==> src/rtl/fsb_tx_feeder.sv <==
// Byte FIFO and sequencer feeding the fast serial bus transmitter over tDP/tEN/tDONE.
// Optional transmit watchdog is compiled in when FSB_TX_TIMEOUT_EN is defined.
module fsb_tx_feeder #(
    parameter int          DEPTH   = 8,
    parameter logic [15:0] CYCLE   = 16'd8,
    parameter int          GAP     = 4,
    parameter int          TIMEOUT = 1024
) (
    input  logic                   clk,
    input  logic                   rst_n,
    input  logic [7:0]             wrData,
    input  logic                   wrValid,
    output logic                   wrReady,
    output logic [7:0]             tDP,
    output logic                   tEN,
    input  logic                   tDONE,
    output logic [15:0]            cycle,
    output logic [$clog2(DEPTH):0] level,
    output logic                   idle,
    output logic                   txErr
);
    localparam int AW = $clog2(DEPTH);
    localparam int LW = AW + 1;
    localparam int GW = (GAP > 1) ? $clog2(GAP) : 1;
    localparam int WW = $clog2(TIMEOUT + 1);

    typedef enum logic [2:0] {S_IDLE, S_LOAD, S_STROBE, S_WAIT, S_GAP} state_t;
    typedef logic [WW-1:0] wd_t;

    // With GAP=0 the gap state is never entered.
    localparam state_t AFTER_BYTE = (GAP > 0) ? S_GAP : S_IDLE;

    state_t        state;
    logic [7:0]    mem [DEPTH];
    logic [AW-1:0] wr_ptr;
    logic [AW-1:0] rd_ptr;
    logic [LW-1:0] level_next;
    logic          push;
    logic          pop;
    logic [GW-1:0] gap_cnt;

    assign cycle = CYCLE;

    always_comb begin
        push       = wrValid && wrReady;
        pop        = (state == S_LOAD);
        level_next = level + LW'(push) - LW'(pop);
    end

    // NOTE: the storage array has no reset; level and the pointers alone define which entries are valid.
    always_ff @(posedge clk) begin
        if (push) mem[wr_ptr] <= wrData;
    end

    always_ff @(posedge clk or negedge rst_n) begin
        if (!rst_n) begin
            wr_ptr  <= '0;
            rd_ptr  <= '0;
            level   <= '0;
            wrReady <= 1'b1;
        end else begin
            if (push) wr_ptr <= wr_ptr + AW'(1);
            if (pop)  rd_ptr <= rd_ptr + AW'(1);
            level   <= level_next;
            wrReady <= (level_next != LW'(DEPTH));
        end
    end

`ifdef FSB_TX_TIMEOUT_EN
    wd_t wd_cnt;
`else
    assign txErr = 1'b0;
`endif

    always_ff @(posedge clk or negedge rst_n) begin
        if (!rst_n) begin
            state   <= S_IDLE;
            tDP     <= '0;
            tEN     <= 1'b0;
            idle    <= 1'b1;
            gap_cnt <= '0;
`ifdef FSB_TX_TIMEOUT_EN
            wd_cnt  <= '0;
            txErr   <= 1'b0;
`endif
        end else begin
            case (state)
                S_IDLE: begin
                    if (level != '0) begin
                        state <= S_LOAD;
                        idle  <= 1'b0;
                    end else begin
                        idle <= (level_next == '0);
                    end
                end
                S_LOAD: begin
                    tDP   <= mem[rd_ptr];
                    tEN   <= 1'b0;
                    idle  <= 1'b0;
                    state <= S_STROBE;
`ifdef FSB_TX_TIMEOUT_EN
                    wd_cnt <= '0;
`endif
                end
                S_STROBE: begin
                    // Hold tEN for at least one cycle, then release once the transmitter has armed.
                    if (!tEN) begin
                        tEN <= 1'b1;
                    end else if (!tDONE) begin
                        tEN   <= 1'b0;
                        state <= S_WAIT;
                    end
                end
                S_WAIT: begin
                    if (tDONE) begin
                        state   <= AFTER_BYTE;
                        gap_cnt <= '0;
                        idle    <= (AFTER_BYTE == S_IDLE) && (level_next == '0);
                    end
                end
                S_GAP: begin
                    if (gap_cnt == GW'(GAP - 1)) begin
                        state <= S_IDLE;
                        idle  <= (level_next == '0);
                    end else begin
                        gap_cnt <= gap_cnt + GW'(1);
                    end
                end
                default: state <= S_IDLE;
            endcase
`ifdef FSB_TX_TIMEOUT_EN
            if (state == S_STROBE || state == S_WAIT) begin
                if (wd_cnt == wd_t'(TIMEOUT - 1)) begin
                    tEN     <= 1'b0;
                    txErr   <= 1'b1;
                    state   <= AFTER_BYTE;
                    gap_cnt <= '0;
                    idle    <= (AFTER_BYTE == S_IDLE) && (level_next == '0);
                end else begin
                    wd_cnt <= wd_cnt + wd_t'(1);
                end
            end
`endif
        end
    end
endmodule

==> config.mk <==
export PLATFORM = sky130hd
export DESIGN_NAME = fsb_tx_feeder
export DESIGN_NICKNAME = d
export VERILOG_FILES = /design/src/rtl/fsb_tx_feeder.sv
export SDC_FILE = /design/constraint.sdc
export NUM_CORES = 1
export LEC_CHECK = 0
export ABC_AREA = 1
export BUFFER_PORTS_ARGS = -buffer_cell sky130_fd_sc_hd__buf_2
export CORE_ASPECT_RATIO = 1.2
export CORE_MARGIN = 2
export CORE_UTILIZATION = 59
export DETAILED_ROUTE_END_ITERATION = 7
export PLACE_DENSITY_LB_ADDON = 0.15
export SLEW_MARGIN = 25
export SYNTH_ARGS = -nofsm -noshare
export SYNTH_HDL_FRONTEND = slang
export SYNTH_SLANG_ARGS = --single-unit
export TNS_END_PERCENT = 30
==> constraint.sdc <==
create_clock -name clk -period 3.1 [get_ports clk]
set_clock_uncertainty 0.15 [all_clocks]
set_input_delay 0.62 -clock clk [delete_from_list [all_inputs] [get_ports clk]]
set_output_delay 0.62 -clock clk [all_outputs]
set_load 0.02 [all_outputs]
# Yosys cells after proc, flatten, opt, wreduce, memory -nomap -nowiden
# Memory sizes are Yosys's and may differ from the RTL's. A register that Yosys moved wholly into a read port is not among the register bits.
# Cells that the tools add are included.
# totals
rom_bits	0
output_inout_bits	32
latchBits	0
mem_bits_rw	64
register_bits	18
input_bits	12
memories	1
# mem_list
name	depth	width	read_ports	rd_clocked_by_memory_dff	write_ports	line_no	text
mem	8	8	1	1	1	34	logic [7:0] mem [DEPTH];
# classes
multipliers	0
n_reduce_logical	11
n_eq_ne	12
magnitude_cmp	0
bitwise	0
mux	18
shifts	0
n_div	0
n_addsub	5
# ops
op	count
2-to-1 mux 3 bit	5
one-hot mux 3 bit (5 select lines)	1
!= test 2 bit (second input constant)	6
nonzero test 4 bit	2
2-to-1 mux 1 bit	7
adder 3 x 1 -> 3 bit (second input constant)	2
== test 3 x 2 -> 1 bit (second input constant)	2
AND reduction 3 bit	2
AND reduction 5 bit	1
adder 4 x 1 -> 4 bit	1
logical NOT 4 bit	1
2-to-1 mux 2 bit	2
!= test 4 bit (second input constant)	1
one-hot mux 1 bit (4 select lines)	1
one-hot mux 2 bit (2 select lines)	1
nonzero test 2 bit	2
subtractor 4 x 1 -> 4 bit	1
== test 3 x 1 -> 1 bit (second input constant)	1
== test 3 bit (second input constant)	1
logical NOT 3 bit	1
adder 2 x 1 -> 2 bit (second input constant)	1
== test 2 bit (second input constant)	1
one-hot mux 1 bit (2 select lines)	1
logical AND 1 bit	1
logical NOT 1 bit	1

# Longest topological paths before layout
# Gate-level depths: netlist of the first run.
# depth
depth_word	6
mapped_depth	16
depth_no_buf	16

# Least setup slack after synthesis of the first run
# Ideal clock, no wire load.
# synth_timing
kind	input-to-reg
start	input port wrValid
end	register idle
setup_time_ns	0.061
t_arrival_ns	2.115
path_stages	14
setup_slack_ns	0.774
path_cell_list	nand2_1 -> inv_1 -> nor2_2 -> inv_1 -> nand2_1 -> ha_1 -> inv_1 -> fa_1 -> inv_1 -> nor2_1 -> nand3_1 -> nor2_1 -> nand3_1 -> nand2_1
# synth_via
elab_chain_cells	6
elab_cells_between_ends	7
cone_classes	add/sub: 2; mux: 3; reduce/logical: 2
# synth_lines
element	line_no	text
start: declaration	12	input logic wrValid,
logical AND 1 bit *	45	push = wrValid && wrReady;
adder 4 x 1 -> 4 bit *	47	level_next = level + LW'(push) - LW'(pop);
subtractor 4 x 1 -> 4 bit *	47	
named net level_next[1]	37	logic [LW-1:0] level_next;
logical NOT 4 bit *	93, 124	
2-to-1 mux 1 bit (on tied branches)	122, 89	
one-hot mux 1 bit (4 select lines) *	87	case (state)
end signal: assignment	93	idle <= (level_next == '0);
end signal: assignment	118	idle <= (AFTER_BYTE == S_IDLE) && (level_next == '0);
end signal: assignment	124	idle <= (level_next == '0);
end: declaration	19	output logic idle,
# Mark *: on every way through the listed nets, which the timed path passes. The rest lies on a longest branch. The select of a mux whose other input is x is not followed.
# A chain may end at the register's enable or synchronous reset.

# Final worst setup path of the first run
# layout_timing
start	register state[2]
end	register idle
# layout_via
elab_chain_cells	5
elab_cells_between_ends	13
cone_classes	add/sub: 1; eq/ne: 5; mux: 3; reduce/logical: 4
# layout_lines
element	line_no	text
start: declaration	33	state_t state;
start signal: assignment	77	state <= S_IDLE;
start signal: assignment	90	state <= S_LOAD;
start signal: assignment	100	state <= S_STROBE;
== test 3 x 1 -> 1 bit *	46	pop = (state == S_LOAD);
subtractor 4 x 1 -> 4 bit *	47	
named net level_next[1]	37	
logical NOT 4 bit *	93, 124	
2-to-1 mux 1 bit (on tied branches)	122, 89	
one-hot mux 1 bit (4 select lines) *	87	
# Marks and branches as above.

==> summary.txt, run 1 <==
Outcome
  – Run status: completed

Power and ir drop
  – Pleak: 2.25 nW
  – Power per Cell Area: 927 nW/um^2
  – Worst vdd ir: 556 uV

Detailed routing
  – 1st-iter DRT viols: 157
  – WL final: 8.19 mm
  – Post-route ant nets: 0
  – Vias/cell: 5.03
  – Detailed-route via count: 2,890
  – DRT Pass-1 Iters: 4
  – Wire per inst: 14.2 microns
  – # DRC: 0

Clock network
  – Cts bufs inserted: 9
  – CTS tree: built
  – Clk Latency, worst-skew pair: 350 ps
  – Post-CTS Resized: 0
  – Post-CTS Setup Inserts: 0
  – CTS root buf: clkbuf_8
  – Worst-path clk slew: 90 ps
  – Post-CTS Hold Fix Bufs: 0
  – H-tree lvl count: 3
  – Clock tree buffer depth: 2
  – Clock sink total: 90

Final layout
  – Synthesis-to-layout area growth: 8.41%
  – Ant diodes: 0
  – Share of layout cells above drive strength 1: 16.9%
  – Fill count: 589
  – Final-stage net count: 500

Worst setup path
  – Critical path arrival: 2700 ps
  – Worst r2r src: state[2]$_DFFE_PN0P_
  – Critical Path Start: state[2]$_DFFE_PN0P_
  – FF-to-FF End: idle$_DFFE_PN1P_
  – CP Capture Type: register
  – R2R Setup Slk: 550 ps
  – Reg2reg path depth: 14
  – Critical path data required time: 3250 ps
  – CP Class: reg -> reg
  – Worst setup SP type: register
  – CP Max Fanout: 14

Logic synthesis
  – Mux share of post-synthesis cell area: 0%
  – Sequential area share after synthesis: 59.9%
  – Main combinational cell family by area after synthesis: simple AND/OR/NAND/NOR gates
  – Synth Warn #: 0
  – Synth Area in Simple Gates: 24.1%
  – Synthesized netlist cell count: 449
  – Post-synthesis share of cell area spent on xor and xnor gates: 0.611%
  – Compound-Gate Fraction of Synth Area: 0.669%
  – Adder-Cell Fraction of Synth Area: 2.50%
  – Synthesized area: 4300 sq um
  – Seq cells post-synth: 90
  – Post-synth cell types: 27
  – Syn Area/Cell: 9.58 sq um

Timing
  – Max Fclk: 392 MHz
  – Worst setup margin: 552 ps
  – Pins over their slew limit: 0
  – Final setup TNS: 0 ps
  – Hold Violations, Final: 0
  – Setup violators final: 0
  – Final worst path period need: 2550 ps
  – Slew headroom: 59.9%
  – RSZ-0062 raised after global routing: no
  – Ratio of final minimum period to clock period: 82.2%
  – Worst slew pin tran: 600 ps

Global route
  – Largest net degree at the start of global routing: 34
  – Initial antenna violation count: 0
  – Grt total ovfl: 0
  – Vias in the first global route: 2,804
  – GRT Overall Usage: 23.0%
  – First-pass GRT wire length: 13.5 mm

Floorplanning
  – Core area: 7150 sq um
  – Ports: 44
  – Die Y: 97.5 microns
  – Die footprint: 7990 sq um
  – Core Rows: 34
  – Die X: 81.9 microns
  – Initial Util: 60.2%

Place
  – HPWL Detailed: 5.47 mm
  – Pre-CTS setup slack: 417 ps
  – PortBufs: 26
  – RD Place Congestion: 0.801

Flow run
  – # Max-Cap Violations: 0

Worst hold path
  – Hold WC Path Type: in -> async
==> cells in the mapped netlist (all sizes together) <==
| library cell | number | area (sq um) |
|---|---|---|
| buf | 31 | 225 |
| clkinv | 2 | 12.5 |
| conb | 2 | 7.51 |
| dfrtp | 24 | 601 |
| dfstp | 2 | 52.6 |
| edfxtp | 64 | 1920 |
| fa | 1 | 20.0 |
| ha | 7 | 87.6 |
| inv | 75 | 282 |
| nand2 | 148 | 576 |
| nand3 | 58 | 335 |
| nand4 | 1 | 6.26 |
| nor2 | 24 | 108 |
| o21ai | 5 | 28.8 |
| or2 | 2 | 12.5 |
| xor2 | 3 | 26.3 |
==> where the power goes <==
| group | switching, mW | internal, mW |
|---|---|---|
| clock | 0.402 | 0.425 |
| sequential | 0.165 | 1.56 |
| combinational | 1.21 | 0.566 |
| total | 1.77 | 2.55 |
==> cells in the final DEF (no fill, tap or decap), types with 2 or more instances in the layout <==
cell type,count
buf_2,26
clkbuf_8,9
buf_4,10
dfstp_2,2
clkinv_4,2
nand2_2,5
nand3_1,49
inv_2,5
inv_1,70
o21ai_1,2
nor2_2,4
conb_1,17
nor2_1,19
or2_2,2
ha_1,7
edfxtp_1,64
nand3_2,9
nand2_1,142
dfrtp_1,24
xor2_1,3
o21ai_0,2
==> stage by stage <==
step                utilization, %  instances  area (sq um)  power [mW]  hold slack, ps
global placement              62.3        559          4450        3.48             315
CTS                           65.2        575          4660        4.36             109
finish                        65.2        575          4660        4.32             108
detailed placement            62.3        559          4450        3.53             316
floorplan                        -        464          4360        3.12             174
global route                  65.2        575          4660        4.68             134
==> cells by family after synthesis <==
family          after synthesis
xor+xnor                      3
simple gates                233
flops                        90
compound gates                5
buf+inv                     108
other cells                   2
fa+ha+maj                     8
==> routing by layer <==
metal | share of wire [%] | global-route usage (%) | vias to the layer above
met3 | 4.4 | 5.95 | 20
met2 | 49 | 35.8 | 72
met5 | 0 | 0 | -
met1 | 42 | 30.0 | 1366
li1 | - | - | 1432
met4 | 4.0 | 10.4 | 0
==> final cells by class <==
type | count | area [sq um] | share of cell area [%]
clock buffer | 11 | 153 | 3.27
clock inverter | 5 | 60.1 | 1.29
inverter | 77 | 294 | 6.31
multi-input combinational | 266 | 1260 | 27.1
sequential | 90 | 2570 | 55.2
tap | 90 | 113 | 2.41
timing repair buffer | 36 | 205 | 4.40
==> worst max path at each step <==
stage                             endpoint  slack [ps]  cells after the start
after global placement    idle$_DFFE_PN1P_         560                     15
after global routing      idle$_DFFE_PN1P_         220                     15
final                     idle$_DFFE_PN1P_         550                     14
after CTS                 idle$_DFFE_PN1P_         540                     14
after floorplan           idle$_DFFE_PN1P_         770                     14
after detailed placement  idle$_DFFE_PN1P_         420                     15
==> flip-flops by register name, summed over array words and instances (netlist names), 2 cells and up <==
name	count
state	3
tDP	8
rd_ptr	3
wr_ptr	3
gap_cnt	2
level	4
mem	64
==> worst max-delay path, cell delays in order (launching register included) <==
cell and delay, ps:
dfrtp_1 510, nor2_4 170, nand2_4 140, nor2_2 160, inv_1 80, nand2_1 60
ha_1 160, inv_1 50, fa_1 490, inv_1 60, nor2_1 150, nand3_1 100
nor2_1 90, nand3_1 70, nand2_1 60
No activity file was read; power rests on OpenSTA's default activity.
==> inputs of run 2 (changes only) <==
--- a/config.mk
+++ b/config.mk
@@ -5,11 +5,11 @@
 export SDC_FILE = /design/constraint.sdc
 export NUM_CORES = 1
 export LEC_CHECK = 0
-export ABC_AREA = 1
+export ABC_AREA = 0
 export BUFFER_PORTS_ARGS = -buffer_cell sky130_fd_sc_hd__buf_2
 export CORE_ASPECT_RATIO = 1.2
 export CORE_MARGIN = 2
-export CORE_UTILIZATION = 59
+export CORE_UTILIZATION = 58
 export DETAILED_ROUTE_END_ITERATION = 7
 export PLACE_DENSITY_LB_ADDON = 0.15
 export SLEW_MARGIN = 25
==> constraint.sdc (replaced) <==
create_clock -name clk -period 2.47 [get_ports clk]
set_clock_uncertainty 0.15 [all_clocks]
set_input_delay 0.494 -clock clk [delete_from_list [all_inputs] [get_ports clk]]
set_output_delay 0.494 -clock clk [all_outputs]
set_load 0.02 [all_outputs]
==> summary.txt, run 2 <==
Outcome
  – Run status: completed (unchanged)

Worst setup path
  – Worst r2r src: state[0]$_DFFE_PN0P_ (was state[2]$_DFFE_PN0P_)
  – CP bufs+invs: 2 (was 3)
  – CP Class: reg -> reg (unchanged)
  – CP Capture Type: register (unchanged)
  – R2R Setup Slk: 160 ps (was 550 ps)
  – CP Max Fanout: 3 (was 14)
  – Delay of the slowest critical-path stage: 470 ps (was 510 ps)
  – Worst setup SP type: register (unchanged)
  – Worst-path cell chain: nor2b_1 -> nand2b_1 -> nand3_1 -> nand2_1 -> ha_1 -> inv_1 -> fa_1 -> inv_1 -> nor3_4 -> nand2_1 -> o32ai_2 (was nor2_4 -> nand2_4 -> nor2_2 -> inv_1 -> nand2_1 -> ha_1 -> inv_1 -> fa_1 -> inv_1 -> nor2_1 -> nand3_1 -> nor2_1 -> nand3_1 -> nand2_1)
  – Reg2reg path depth: 11 (was 14)
  – FF-to-FF End: idle$_DFFE_PN1P_ (unchanged)
  – Critical path arrival: 2420 ps (was 2700 ps)
  – Critical path data required time: 2570 ps (was 3250 ps)
  – CP max stage cell: fa_1 (was dfrtp_1)
  – Critical path's top delay family: simple AND/OR/NAND/NOR gates (unchanged)

Logic synthesis
  – Top cell type's share of synthesized area: 49.3% (was 44.7%)
  – Seq cells post-synth: 90 (unchanged)
  – Syn Area/Cell: 14.2 sq um (was 9.58 sq um)
  – Most common cell in the netlist: edfxtp_1 (was nand2_1)
  – Post-synth top area cell: edfxtp_1 (unchanged)
  – Sequential area share after synthesis: 66.0% (was 59.9%)
  – Synth Warn #: 0 (unchanged)
  – Post-synth cell types: 43 (was 27)
  – Top post-synthesis cells by count: edfxtp_1 (64), mux2i_1 (32), nand2_1 (27) (was nand2_1 (142), inv_1 (70), edfxtp_1 (64))
  – Synth area leaders: edfxtp_1 (49%), dfrtp_1 (15%), mux2i_1 (8.2%) (was edfxtp_1 (45%), dfrtp_1 (14%), nand2_1 (12%))
  – Synthesized netlist cell count: 274 (was 449)
  – Synthesized area: 3900 sq um (was 4300 sq um)
  – Post-synth ARST share: 28.9% (unchanged)
  – Synth Flop Type: edfxtp_1 (unchanged)
  – EDFF count, synth: 64 (unchanged)

Global route
  – GRT Overall Usage: 20.4% (was 23.0%)
  – Largest net degree at the start of global routing: 27 (was 34)
  – Vias in the first global route: 2,101 (was 2,804)
  – Initial antenna violation count: 0 (unchanged)
  – Grt total ovfl: 0 (unchanged)
  – First-pass GRT wire length: 10.9 mm (was 13.5 mm)

Timing
  – RSZ-0062 raised after global routing: no (unchanged)
  – Final worst path period need: 2310 ps (was 2550 ps)
  – Pins over their slew limit: 0 (unchanged)
  – Setup violators final: 0 (unchanged)
  – Max Fclk: 432 MHz (was 392 MHz)
  – Final setup TNS: 0 ps (unchanged)
  – Hold Violations, Final: 0 (unchanged)
  – Ratio of final minimum period to clock period: 93.7% (was 82.2%)
  – Worst slew pin tran: 691 ps (was 600 ps)
  – Slew headroom: 53.7% (was 59.9%)

Final layout
  – Final-stage net count: 335 (was 500)
  – Area of the multi-input gates: 1150 sq um (was 1260 sq um)
  – Commonest non-fill, non-tap cells in the layout: edfxtp_1 (64), mux2i_1 (32), nand2_1 (27), buf_2 (26), dfrtp_1 (23) (was nand2_1 (142), inv_1 (70), edfxtp_1 (64), nand3_1 (49), buf_2 (26))
  – Most flops, register: mem (unchanged)
  – Register area: 2580 sq um (was 2570 sq um)
  – Fin util: 67.4% (was 65.2%)
  – Ant diodes: 0 (unchanged)
  – Top flop regs: mem: 64 flops, tDP: 8 flops, level: 4 flops (unchanged)
  – Layout Cells excl Fill: 405 (was 575)
  – Share of layout cells above drive strength 1: 21.9% (was 16.9%)
  – Most common cell after layout, fill and taps aside: edfxtp_1 (was nand2_1)
  – Max reg flops: 64 (unchanged)
  – Synthesis-to-layout area growth: 12.1% (was 8.41%)
  – Fill count: 485 (was 589)

Floorplanning
  – Die Y: 93.8 microns (was 97.5 microns)
  – Core Rows: 32 (was 34)
  – Initial Util: 60.1% (was 60.2%)
  – Ports: 44 (unchanged)
  – Die footprint: 7400 sq um (was 7990 sq um)
  – Core area: 6490 sq um (was 7150 sq um)
  – Die X: 78.8 microns (was 81.9 microns)

Clock network
  – Clk Latency, worst-skew pair: 340 ps (was 350 ps)
  – Clock tree buffer depth: 2 (unchanged)
  – Cts bufs inserted: 9 (unchanged)
  – CTS root buf: clkbuf_8 (unchanged)
  – Worst-path clk slew: 80 ps (was 90 ps)
  – CTS tree: built (unchanged)
  – H-tree lvl count: 3 (unchanged)
  – Clock sink total: 90 (unchanged)
  – Post-CTS Hold Fix Bufs: 0 (unchanged)

Flow run
  – # Max-Cap Violations: 0 (unchanged)

Place
  – HPWL Detailed: 4.48 mm (was 5.47 mm)
  – Placed instance count: 389 (was 559)
  – PortBufs: 26 (unchanged)
  – RD Place Congestion: 0.737 (was 0.801)

Power and ir drop
  – Power per Cell Area: 1230 nW/um^2 (was 927 nW/um^2)
  – Sw frac: 35.3% (was 41.0%)
  – Worst vdd ir: 862 uV (was 556 uV)
  – Seq pwr share: 42.3% (was 39.9%)
  – Part of the power in the clock network: 21.3% (was 19.1%)
  – Net Switching: 1.89 mW (was 1.77 mW)
  – Logic pwr share: 36.4% (was 41.0%)
  – Pleak: 1.80 nW (was 2.25 nW)
  – Pint: 3.47 mW (was 2.55 mW)

Detailed routing
  – Post-route ant nets: 0 (unchanged)
  – # DRC: 0 (unchanged)
  – Detailed-route via count: 2,191 (was 2,890)
  – Wire per inst: 17.0 microns (was 14.2 microns)
  – Vias/cell: 5.41 (was 5.03)
  – WL final: 6.90 mm (was 8.19 mm)
  – 1st-iter DRT viols: 151 (was 157)
  – DRT Pass-1 Iters: 4 (unchanged)

Worst hold path
  – Hold WC Path Type: in -> async (unchanged)
[run 2: how the worst max path moves through the flow]
stage                         startpoint               end  slack (ps)  cells past startpoint
finish              state[0]$_DFFE_PN0P_  idle$_DFFE_PN1P_         160                     11
CTS                 state[0]$_DFFE_PN0P_  idle$_DFFE_PN1P_          60                     11
global route        state[0]$_DFFE_PN0P_  idle$_DFFE_PN1P_          10                     11
global placement    state[0]$_DFFE_PN0P_  idle$_DFFE_PN1P_         130                     11
floorplan           state[2]$_DFFE_PN0P_  idle$_DFFE_PN1P_          20                     12
detailed placement  state[0]$_DFFE_PN0P_  idle$_DFFE_PN1P_         -40                     11
[run 2: power by group through the flow]
stage	Clock (mW)	Combinational, mW	Sequential, mW
global placement	0	1.86	2.28
floorplan	0	1.35	2.33
CTS	1.17	1.92	2.26
finish	1.14	1.95	2.27
global route	1.23	2.16	2.32
detailed placement	0	1.91	2.29
[run 2: final cells by class]
cell class,count,area share (%)
Clock buffer,11,3.01
Clock inverter,5,2.35
Inverter,9,0.773
Multi-Input combinational cell,162,26.3
Sequential cell,90,59.0
Tap cell,85,2.43
Timing Repair Buffer,43,6.19
[run 2: what timing repair did]
item | 4_1_cts | 5_1_grt
buffers inserted | 0 | 0
endpoints found under the setup margin | 1 | 1
resized for setup | 1 | 3
[run 2: cell families (layout without fill, tap and decap cells)]
| group | count (synthesis) | count (layout) | synth area share, % |
|---|---|---|---|
| AOI/OAI and AO/OA | 29 | 29 | 5.87 |
| xor gates and xnor gates | 6 | 6 | 1.35 |
| adders and majority gates | 8 | 8 | 2.76 |
| buffers and inverters | 37 | 68 | 6.51 |
| DFF | 90 | 90 | 66.0 |
| muxes | 34 | 34 | 8.79 |
| other | 2 | 17 | 0.193 |
| and+or+nand+nor | 68 | 68 | 8.47 |
[run 2: stage by stage]
| stage | cell area, sq um | hold slack (ps) | power, mW | setup slack (ps) |
|---|---|---|---|---|
| 3_5_place_dp | 4110 | 308 | 4.20 | -41.0 |
| 5_1_grt | 4370 | 46.9 | 5.70 | 12.0 |
| 2_1_floorplan | 3960 | 48.4 | 3.68 | 17.0 |
| 3_3_place_gp | 4110 | 303 | 4.14 | 129 |
| 6_report | 4370 | 11.0 | 5.36 | 155 |
| 4_1_cts | 4350 | 18.8 | 5.35 | 55.7 |
[run 2: metal layers]
layer | vias up | track usage (%) | wire, microns
li1 | 1043 | - | -
met1 | 1088 | 27.1 | 3020
met2 | 51 | 34.0 | 3510
met3 | 9 | 2.88 | 265
met4 | 0 | 8.19 | 103
met5 | - | 0 | 0
==> inputs of run 3 (changes only) <==
--- a/config.mk
+++ b/config.mk
@@ -11,7 +11,9 @@
 export CORE_MARGIN = 2
 export CORE_UTILIZATION = 58
 export DETAILED_ROUTE_END_ITERATION = 7
+export GPL_TIMING_DRIVEN = 0
 export PLACE_DENSITY_LB_ADDON = 0.15
+export REMOVE_ABC_BUFFERS = 1
 export SLEW_MARGIN = 25
 export SYNTH_ARGS = -nofsm -noshare
 export SYNTH_HDL_FRONTEND = slang
==> summary.txt, run 3 (synthesis gave the netlist of run 2 again) <==
Outcome
  – Run status: completed (unchanged)

Worst setup path
  – CP bufs+invs: 4 (was 2)
  – Critical path data required time: 2580 ps (was 2570 ps)
  – Reg2reg path depth: 12 (was 11)
  – Top cell by count, worst path: inv_2
  – Delay of the slowest critical-path stage: 490 ps (was 470 ps)
  – CP max stage cell: fa_1 (unchanged)
  – R2R Setup Slk: 80 ps (was 160 ps)
  – CP Class: reg -> reg (unchanged)
  – CP Max Fanout: 4 (was 3)
  – Worst setup SP type: register (unchanged)
  – Critical path arrival: 2500 ps (was 2420 ps)
  – FF-to-FF End: idle$_DFFE_PN1P_ (unchanged)
  – Critical path's top delay family: adder cells (was simple AND/OR/NAND/NOR gates)
  – Worst r2r src: state[0]$_DFFE_PN0P_ (unchanged)
  – CP Capture Type: register (unchanged)
  – Worst-path cell chain: inv_2 -> nor3_4 -> buf_6 -> nand2_4 -> nand2_2 -> ha_4 -> inv_2 -> fa_1 -> inv_2 -> nor3_4 -> nand2_1 -> o32ai_2 (was nor2b_1 -> nand2b_1 -> nand3_1 -> nand2_1 -> ha_1 -> inv_1 -> fa_1 -> inv_1 -> nor3_4 -> nand2_1 -> o32ai_2)

Clock network
  – Cts bufs inserted: 9 (unchanged)
  – Worst-path clk slew: 80 ps (about the same)
  – CTS tree: built (unchanged)
  – Clk Latency, worst-skew pair: 350 ps (was 340 ps)
  – Clock tree buffer depth: 2 (unchanged)
  – H-tree lvl count: 3 (unchanged)
  – Clock sink total: 90 (unchanged)
  – CTS root buf: clkbuf_8 (unchanged)
  – Post-CTS Hold Fix Bufs: 0 (unchanged)

Global route
  – Grt met3 use: 3.27% (was 2.88%)
  – GRT Overall Usage: 20.4% (about the same)
  – Initial antenna violation count: 0 (unchanged)
  – Vias in the first global route: 2,135 (was 2,101)
  – M2 GR Usage: 34.5% (was 34.0%)
  – Top Usage Layer GRT: met2 (unchanged)
  – First-pass GRT wire length: 10.9 mm (about the same)
  – Largest net degree at the start of global routing: 27 (unchanged)
  – Grt total ovfl: 0 (unchanged)
  – Met1 usage: 25.8% (was 27.1%)

Final layout
  – Final-stage net count: 332 (was 335)
  – Max reg flops: 64 (unchanged)
  – Most flops, register: mem (unchanged)
  – Synthesis-to-layout area growth: 11.7% (was 12.1%)
  – Most common cell after layout, fill and taps aside: edfxtp_1 (unchanged)
  – Commonest non-fill, non-tap cells in the layout: edfxtp_1 (64), mux2i_1 (32), buf_2 (27), nand2_1 (26), dfrtp_1 (20) (was edfxtp_1 (64), mux2i_1 (32), nand2_1 (27), buf_2 (26), dfrtp_1 (23))
  – Share of layout cells above drive strength 1: 25.6% (was 21.9%)
  – Ant diodes: 0 (unchanged)
  – Fill count: 478 (was 485)
  – Top flop regs: mem: 64 flops, tDP: 8 flops, level: 4 flops (unchanged)

Timing
  – Setup violators final: 0 (unchanged)
  – Final worst path period need: 2390 ps (was 2310 ps)
  – Hold WS: 7.33 ps (was 11.0 ps)
  – Pins over their slew limit: 0 (unchanged)
  – Hold Violations, Final: 0 (unchanged)
  – Ratio of final minimum period to clock period: 96.8% (was 93.7%)
  – Max Fclk: 418 MHz (was 432 MHz)
  – Final setup TNS: 0 ps (unchanged)
  – Slew headroom: 39.6% (was 53.7%)
  – Worst slew pin tran: 903 ps (was 691 ps)
  – RSZ-0062 raised after global routing: yes (was no)

Floorplanning
  – Core area: 6490 sq um (unchanged)
  – Die Y: 93.8 microns (unchanged)
  – Die footprint: 7400 sq um (unchanged)
  – Die X: 78.8 microns (unchanged)
  – Ports: 44 (unchanged)
  – Core Rows: 32 (unchanged)
  – Initial Util: 60.1% (unchanged)

Detailed routing
  – DRT Pass-1 Iters: 4 (unchanged)
  – WL final: 6.99 mm (was 6.90 mm)
  – Post-route ant nets: 0 (unchanged)
  – # DRC: 0 (unchanged)
  – Wire per inst: 17.4 microns (was 17.0 microns)
  – Detailed-route via count: 2,175 (was 2,191)
  – Vias/cell: 5.41 (about the same)
  – 1st-iter DRT viols: 128 (was 151)

Place
  – HPWL Detailed: 4.56 mm (was 4.48 mm)
  – PortBufs: 26 (unchanged)
  – RD Place Congestion: 0.710 (was 0.737)

Power and ir drop
  – Worst vdd ir: 987 uV (was 862 uV)
  – Sw frac: 36.9% (was 35.3%)
  – Pint: 3.30 mW (was 3.47 mW)
  – Net Switching: 1.93 mW (was 1.89 mW)
  – Part of the power in the clock network: 17.7% (was 21.3%)
  – Logic pwr share: 38.9% (was 36.4%)
  – Power per Cell Area: 1200 nW/um^2 (was 1230 nW/um^2)
  – Seq pwr share: 43.4% (was 42.3%)
  – Pleak: 1.77 nW (was 1.80 nW)

Flow run
  – # Max-Cap Violations: 0 (unchanged)

Worst hold path
  – Hold WC Path Type: in -> async (unchanged)
[run 3: cell count changes in the layout (fill, tap and decap cells not counted), sizes merged]
cell,change
clkbuf,+3
bufinv,-3
buf,-3
[run 3: what timing repair did]
action,in CTS,in global routing
endpoints found under the setup margin,5,1
gates resized for setup,8,7
pin swaps,1,4
setup buffers,7,4
[run 3: worst reg2reg max path, delay by kind of cell (launching register included)]
family / cells / cell delay (ps)
DFF: 1 / 400
AOI/OAI and AO/OA: 1 / 240
and+or+nand+nor: 5 / 600
buffers and inverters: 4 / 290
adders and majority gates: 2 / 620
[run 3: layout make-up]
| type | instances | area, sq um | area share, % |
|---|---|---|---|
| Clock buffer | 14 | 173 | 3.97 |
| Timing Repair Buffer | 40 | 249 | 5.72 |
| Multi-Input combinational cell | 162 | 1200 | 27.6 |
| Tap cell | 85 | 106 | 2.44 |
| Clock inverter | 2 | 10.0 | 0.230 |
| Sequential cell | 90 | 2580 | 59.3 |
| Inverter | 9 | 33.8 | 0.776 |
[run 3: stage by stage]
stage	setup WS, ps	utilization (%)	area, sq um	total power [mW]	std cells
finish	78.6	67.1	4350	5.22	402
global route	-34.0	67.1	4350	5.55	402
CTS	26.6	66.3	4300	5.14	398
detailed placement	-542	62.2	4040	4.10	375
global placement	-1220	61.2	3970	4.00	372
floorplan	-377	-	3730	3.54	261
[run 3: how the worst max path moves through the flow]
stage,startpoint,endpoint,slack [ps],depth (start not counted)
2_1_floorplan,state[0]$_DFFE_PN0P_,idle$_DFFE_PN1P_,-380,11
3_3_place_gp,state[0]$_DFFE_PN0P_,idle$_DFFE_PN1P_,-1220,11
3_5_place_dp,state[0]$_DFFE_PN0P_,idle$_DFFE_PN1P_,-540,12
4_1_cts,state[0]$_DFFE_PN0P_,idle$_DFFE_PN1P_,30,12
5_1_grt,wrReady$_DFF_PN1_,idle$_DFFE_PN1P_,-30,8
6_report,state[0]$_DFFE_PN0P_,idle$_DFFE_PN1P_,80,12
[run 3: power groups by stage]
stage	combinational (mW)	clock, mW	sequential (mW)
floorplan	1.08	0	2.46
global placement	1.61	0	2.38
detailed placement	1.78	0	2.33
CTS	1.92	0.939	2.28
global route	2.25	0.986	2.31
finish	2.03	0.927	2.26
[run 3: per-layer routing]
metal | share of wire [%] | vias up
li1 | - | 1037
met3 | 4.8 | 12
met1 | 41 | 1067
met4 | 1.7 | 0
met5 | 0 | -
met2 | 53 | 59
